**src/rtl/presc_tick_timer.sv**
```systemverilog
// presc_tick_timer: turns rising edges of a prescaler tap into count enables,
// counts them against a programmable period and produces a tick, a PWM output
// and the live count.
// Optional sticky tick flag: define PRESC_TICK_TIMER_IRQ_EN to build irq_o.
//
// Handshake: start_i and stop_i are single-cycle pulses sampled on posedge
// clk_i; there is no ready/ack, a pulse is always accepted on the edge it is
// seen. stop_i takes priority over start_i.
module presc_tick_timer #(
  parameter int CNT_W = 16,
  parameter int PWM_W = 8
) (
  input  logic             clk_i,
  input  logic             rstn_i,
  input  logic             presc_i,
  input  logic             start_i,
  input  logic             stop_i,
  input  logic             oneshot_i,
  input  logic [CNT_W-1:0] period_i,
  input  logic [PWM_W-1:0] duty_i,
  output logic             tick_o,
  output logic             busy_o,
  output logic             pwm_o,
  output logic [CNT_W-1:0] count_o,
  output logic             irq_o,
  input  logic             irq_clr_i
);

  typedef enum logic [1:0] {
    S_IDLE = 2'd0,
    S_ARM  = 2'd1,
    S_RUN  = 2'd2
  } state_e;

  state_e           state_q, state_d;
  logic             presc_q;
  logic [CNT_W-1:0] cnt_q, cnt_d;
  logic [CNT_W-1:0] period_q, period_d;
  logic [PWM_W-1:0] duty_q, duty_d;
  logic             oneshot_q, oneshot_d;
  logic             tick_q, tick_d;
  logic             busy_q, busy_d;
  logic             pwm_q, pwm_d;
  logic             en;

  // Rising edge of the tap; a tap held high yields a single enable.
  assign en = presc_i & ~presc_q;

  // Next-state, counter and registered-output logic.
  always_comb begin
    state_d   = state_q;
    cnt_d     = cnt_q;
    period_d  = period_q;
    duty_d    = duty_q;
    oneshot_d = oneshot_q;
    tick_d    = 1'b0;
    if (stop_i) begin
      state_d = S_IDLE;
      cnt_d   = '0;
    end else if (start_i) begin
      // A restart discards any tick that would have fired on this edge.
      period_d  = period_i;
      duty_d    = duty_i;
      oneshot_d = oneshot_i;
      cnt_d     = '0;
      state_d   = S_ARM;
    end else begin
      case (state_q)
        S_IDLE: cnt_d = '0;
        S_ARM: begin
          // The aligning edge itself is count 0.
          cnt_d = '0;
          if (en) state_d = S_RUN;
        end
        S_RUN: begin
          if (en) begin
            if (cnt_q == period_q) begin
              cnt_d  = '0;
              tick_d = 1'b1;
              if (oneshot_q) state_d = S_IDLE;
            end else begin
              cnt_d = cnt_q + CNT_W'(1);
            end
          end
        end
        default: begin
          state_d = S_IDLE;
          cnt_d   = '0;
        end
      endcase
    end
    pwm_d  = (state_d == S_RUN) && (cnt_d[PWM_W-1:0] < duty_q);
    busy_d = (state_d != S_IDLE);
  end

  // State and output registers with synchronous active-low reset.
  always_ff @(posedge clk_i) begin
    if (!rstn_i) begin
      state_q   <= S_IDLE;
      presc_q   <= 1'b0;
      cnt_q     <= '0;
      period_q  <= '0;
      duty_q    <= '0;
      oneshot_q <= 1'b0;
      tick_q    <= 1'b0;
      busy_q    <= 1'b0;
      pwm_q     <= 1'b0;
    end else begin
      state_q   <= state_d;
      presc_q   <= presc_i;
      cnt_q     <= cnt_d;
      period_q  <= period_d;
      duty_q    <= duty_d;
      oneshot_q <= oneshot_d;
      tick_q    <= tick_d;
      busy_q    <= busy_d;
      pwm_q     <= pwm_d;
    end
  end

  assign tick_o  = tick_q;
  assign busy_o  = busy_q;
  assign pwm_o   = pwm_q;
  assign count_o = cnt_q;

`ifdef PRESC_TICK_TIMER_IRQ_EN
  logic irq_q, irq_d;

  // Sticky flag rises together with tick_o; a new tick beats a clear.
  always_comb begin
    irq_d = irq_q;
    if (tick_d)         irq_d = 1'b1;
    else if (irq_clr_i) irq_d = 1'b0;
  end

  // Flag register.
  always_ff @(posedge clk_i) begin
    if (!rstn_i) irq_q <= 1'b0;
    else         irq_q <= irq_d;
  end

  assign irq_o = irq_q;
`else
  logic unused_irq_clr;
  assign unused_irq_clr = irq_clr_i;
  assign irq_o          = 1'b0;
`endif

endmodule

```
**config.mk**
```make
export PLATFORM = sky130hd
export DESIGN_NAME = presc_tick_timer
export DESIGN_NICKNAME = d
export VERILOG_FILES = /design/src/rtl/presc_tick_timer.sv
export SDC_FILE = /design/constraint.sdc
export NUM_CORES = 1
export LEC_CHECK = 0
export CAP_MARGIN = 10
export CORE_ASPECT_RATIO = 1.4
export CORE_MARGIN = 3
export CORE_UTILIZATION = 45
export DETAILED_ROUTE_END_ITERATION = 6
export GPL_ROUTABILITY_DRIVEN = 1
export PLACE_DENSITY = 0.76
export REMOVE_ABC_BUFFERS = 1
export SLEW_MARGIN = 20
export SYNTH_ARGS = -nofsm -noshare
export SYNTH_HDL_FRONTEND = slang
export SYNTH_SLANG_ARGS = --single-unit
export TNS_END_PERCENT = 1
```
**constraint.sdc**
```tcl
create_clock -name clk_i -period 2.5 [get_ports clk_i]
set_input_delay 0.5 -clock clk_i [delete_from_list [all_inputs] [get_ports clk_i]]
set_output_delay 0.5 -clock clk_i [all_outputs]
set_load 0.05 [all_outputs]
```
==> run metrics <==
GPL Wtd Cong between 0.8 and 0.9; Final min period 2.74 ns; Finished Layout Cells 416; Max Fclk roughly 370 MHz; row count 29; Crit Path Category reg2reg; Highest Signal Layer met4; P per Cell Area roughly 460 nW/um2; Pwr Total 1.51 mW; hold crit path type reg2reg; Initial Utilization approximately 48%; Mean Syn Cell Area roughly 8.4 um2; H-tree depth 2; peak supply drop 0.000323 V; Routed Antenna Nets 0; largest net degree at the start of global routing 28; number of global-route vias before repair between 2000 and 2500; leakage 1.33 nW; Core Area roughly 4600 um2; post-synth cell types 38; placed insts between 400 and 500; fraction of layout cells with a size suffix above 1 19.8%; chip width around 66 um; Top FF cell, synth dfxtp_1; GRT Total Usage between 20% and 30%; drt first-iter violations between 50 and 60; CTS tree done; commonest non-fill, non-tap cell in the layout nand2_1; Register Area between 900 and 1000 um2; RSZ-0062 raised after global routing yes; synthesis-stage register bit count 47; worst path required time about 2.8 ns; # nets final between 300 and 400; Least-Margin Pin Slew around 0.75 ns; Multi-input gate area ~1300 um2; Post-synth EDFFs 0; most frequent cells in the layout 59 x nand2_1, 47 x clkdlybuf4s50_1, 45 x dfxtp_1; worst skew pair latency around 0.3 ns; Clock Sinks 47; Clk Tree Root Cell clkbuf_8; Syn-to-layout area delta 47.1%; Routed met1 length approximately 2300 um; Worst-path clk slew 0.08 ns; DR WL met3 244 um; slack of the critical path -0.237 ns; crit end category flop; CP Max Fanout 4; post-route clock period utilization 109%; # DRC 0; Yosys warnings 0; clock skew between 0.008 and 0.009 ns; Final Setup Violations 1; CTS Buf Count 5; CP Data Arrival Time between 2 and 3 ns; Routed WL 5840 um; failing checks negative setup slack; DR vias/cell between 5 and 6; # fillers 409; status finished, violations left; initial antenna violation count 0; clock buffer depth 2; I/O pins 51; met2 WL approximately 3100 um; Final Hold Viols 0; first-pass GRT wire length slightly above 9000 um; HPWL Detailed 4110 um; asr flop ratio synth 0%; number of max-cap violations 0; die height around 90 um; Mapped Cells 266; GRT overflow 0; Max-slew headroom between 50% and 60%; Placed Area roughly 3000 um2; max-slew violation count 0; WL/cell between 10 and 15 um; sequential element share of the synthesized area around 42%; design area ~3300 um2; First-pass DRT Iterations 4; n_diodes 0; via count ~2100; Die ar. 5860 um2; input/output buffers between 40 and 50; synthesized area approximately 2200 um2; CP startpoint kind flop
critical path, cell delays in order (launching register included):
cell and delay [ns]:
dfxtp_1 0.32, xor2_1 0.17, nor4_2 0.30, nand4_1 0.26, o21ai_4 0.25, buf_6 0.12
buf_6 0.10, nor2_2 0.03, ha_1 0.29, buf_4 0.14, a21oi_2 0.14, o21ai_2 0.07
nor4_2 0.29, o211a_1 0.20
sequential cells by signal (all words and copies together) (netlist names):
signal,count
count_o,16
period_q,16
duty_q,8
state_q,2
busy_o,1
oneshot_q,1
presc_q,1
pwm_o,1
tick_o,1
kinds of logic (layout without fill, tap and decap cells):
family	count (synthesis)	count (layout)	synth area share [%]
mux	1	1	0.448
fa+ha+maj	8	8	4.48
simple gates	125	125	25.5
other cells	1	1	0.168
xor+xnor	31	31	12.2
buf+inv	18	106	3.25
flops	47	47	42.1
compound gates	35	35	11.9
what timing repair did:
| item | 4_1_cts | 5_1_grt |
|---|---|---|
| gates cloned | 0 | 0 |
| resized for setup | 19 | 6 |
| hold buffers | 0 | 0 |
| pin swaps | 18 | 6 |
| endpoints found under the setup margin | 1 | 1 |
| buffers inserted | 7 | 0 |
final timing paths:
check                    from   endpoint  slack, ns  cells after the start
hold / removal      duty_q[4]  duty_q[4]       0.47                      2
hold reg to reg     duty_q[4]  duty_q[4]       0.47                      2
setup reg to reg  period_q[0]      pwm_o      -0.24                     13
setup / recovery  period_q[0]      pwm_o      -0.24                     13
area by class of cell:
| cell class | instances | share of cell area, % |
|---|---|---|
| Timing Repair Buffer | 92 | 25.2 |
| Tap cell | 62 | 2.36 |
| Sequential cell | 47 | 28.7 |
| Clock inverter | 2 | 1.14 |
| Clock buffer | 5 | 2.09 |
| Multi-Input combinational cell | 201 | 39.7 |
| Inverter | 7 | 0.799 |
per-layer routing:
metal / up-vias / global-route usage, %
li1: 1046 / -
met1: 961 / 23.1
met2: 61 / 39.0
met3: 13 / 3.52
met4: 0 / 10.8
met5: - / 0
stage by stage:
| step | setup TNS (ns) | hold WS [ns] | util [%] | setup WS [ns] |
|---|---|---|---|---|
| global route | -0.359 | 0.493 | 70.8 | -0.359 |
| finish | -0.237 | 0.466 | 70.8 | -0.237 |
| global placement | -0.553 | 0.454 | 65.3 | -0.553 |
| detailed placement | -0.679 | 0.459 | 65.3 | -0.679 |
| floorplan | -0.441 | 0.439 | - | -0.441 |
| CTS | -0.199 | 0.472 | 70.3 | -0.199 |
report_power, final:
| group | switching [mW] | leakage [nW] | total [mW] | internal [mW] |
|---|---|---|---|---|
| Combinational | 0.0876 | 0.894 | 0.192 | 0.104 |
| Sequential | 0.0121 | 0.383 | 0.781 | 0.769 |
| Clock | 0.249 | 0.0502 | 0.541 | 0.292 |
| Total | 0.349 | 1.33 | 1.51 | 1.17 |
synthesized netlist by cell type, types with 2 or more instances:
cell      number  area (um2)
nand4_1        4        25.0
nor4_1         4        25.0
and3_1         3        18.8
clkbuf_1       9        33.8
xor2_1        25         219
nor3_1         6        30.0
o21ai_0        3        15.0
nor2_1        28         105
inv_1          7        26.3
xnor2_1        6        52.6
nand2_1       59         221
nand2b_1       4        25.0
nand3_1        5        25.0
dfxtp_1       47         941
a21boi_0      25         188
ha_1           8         100
and2_1         2        12.5
(Power assumes the default switching activity.)
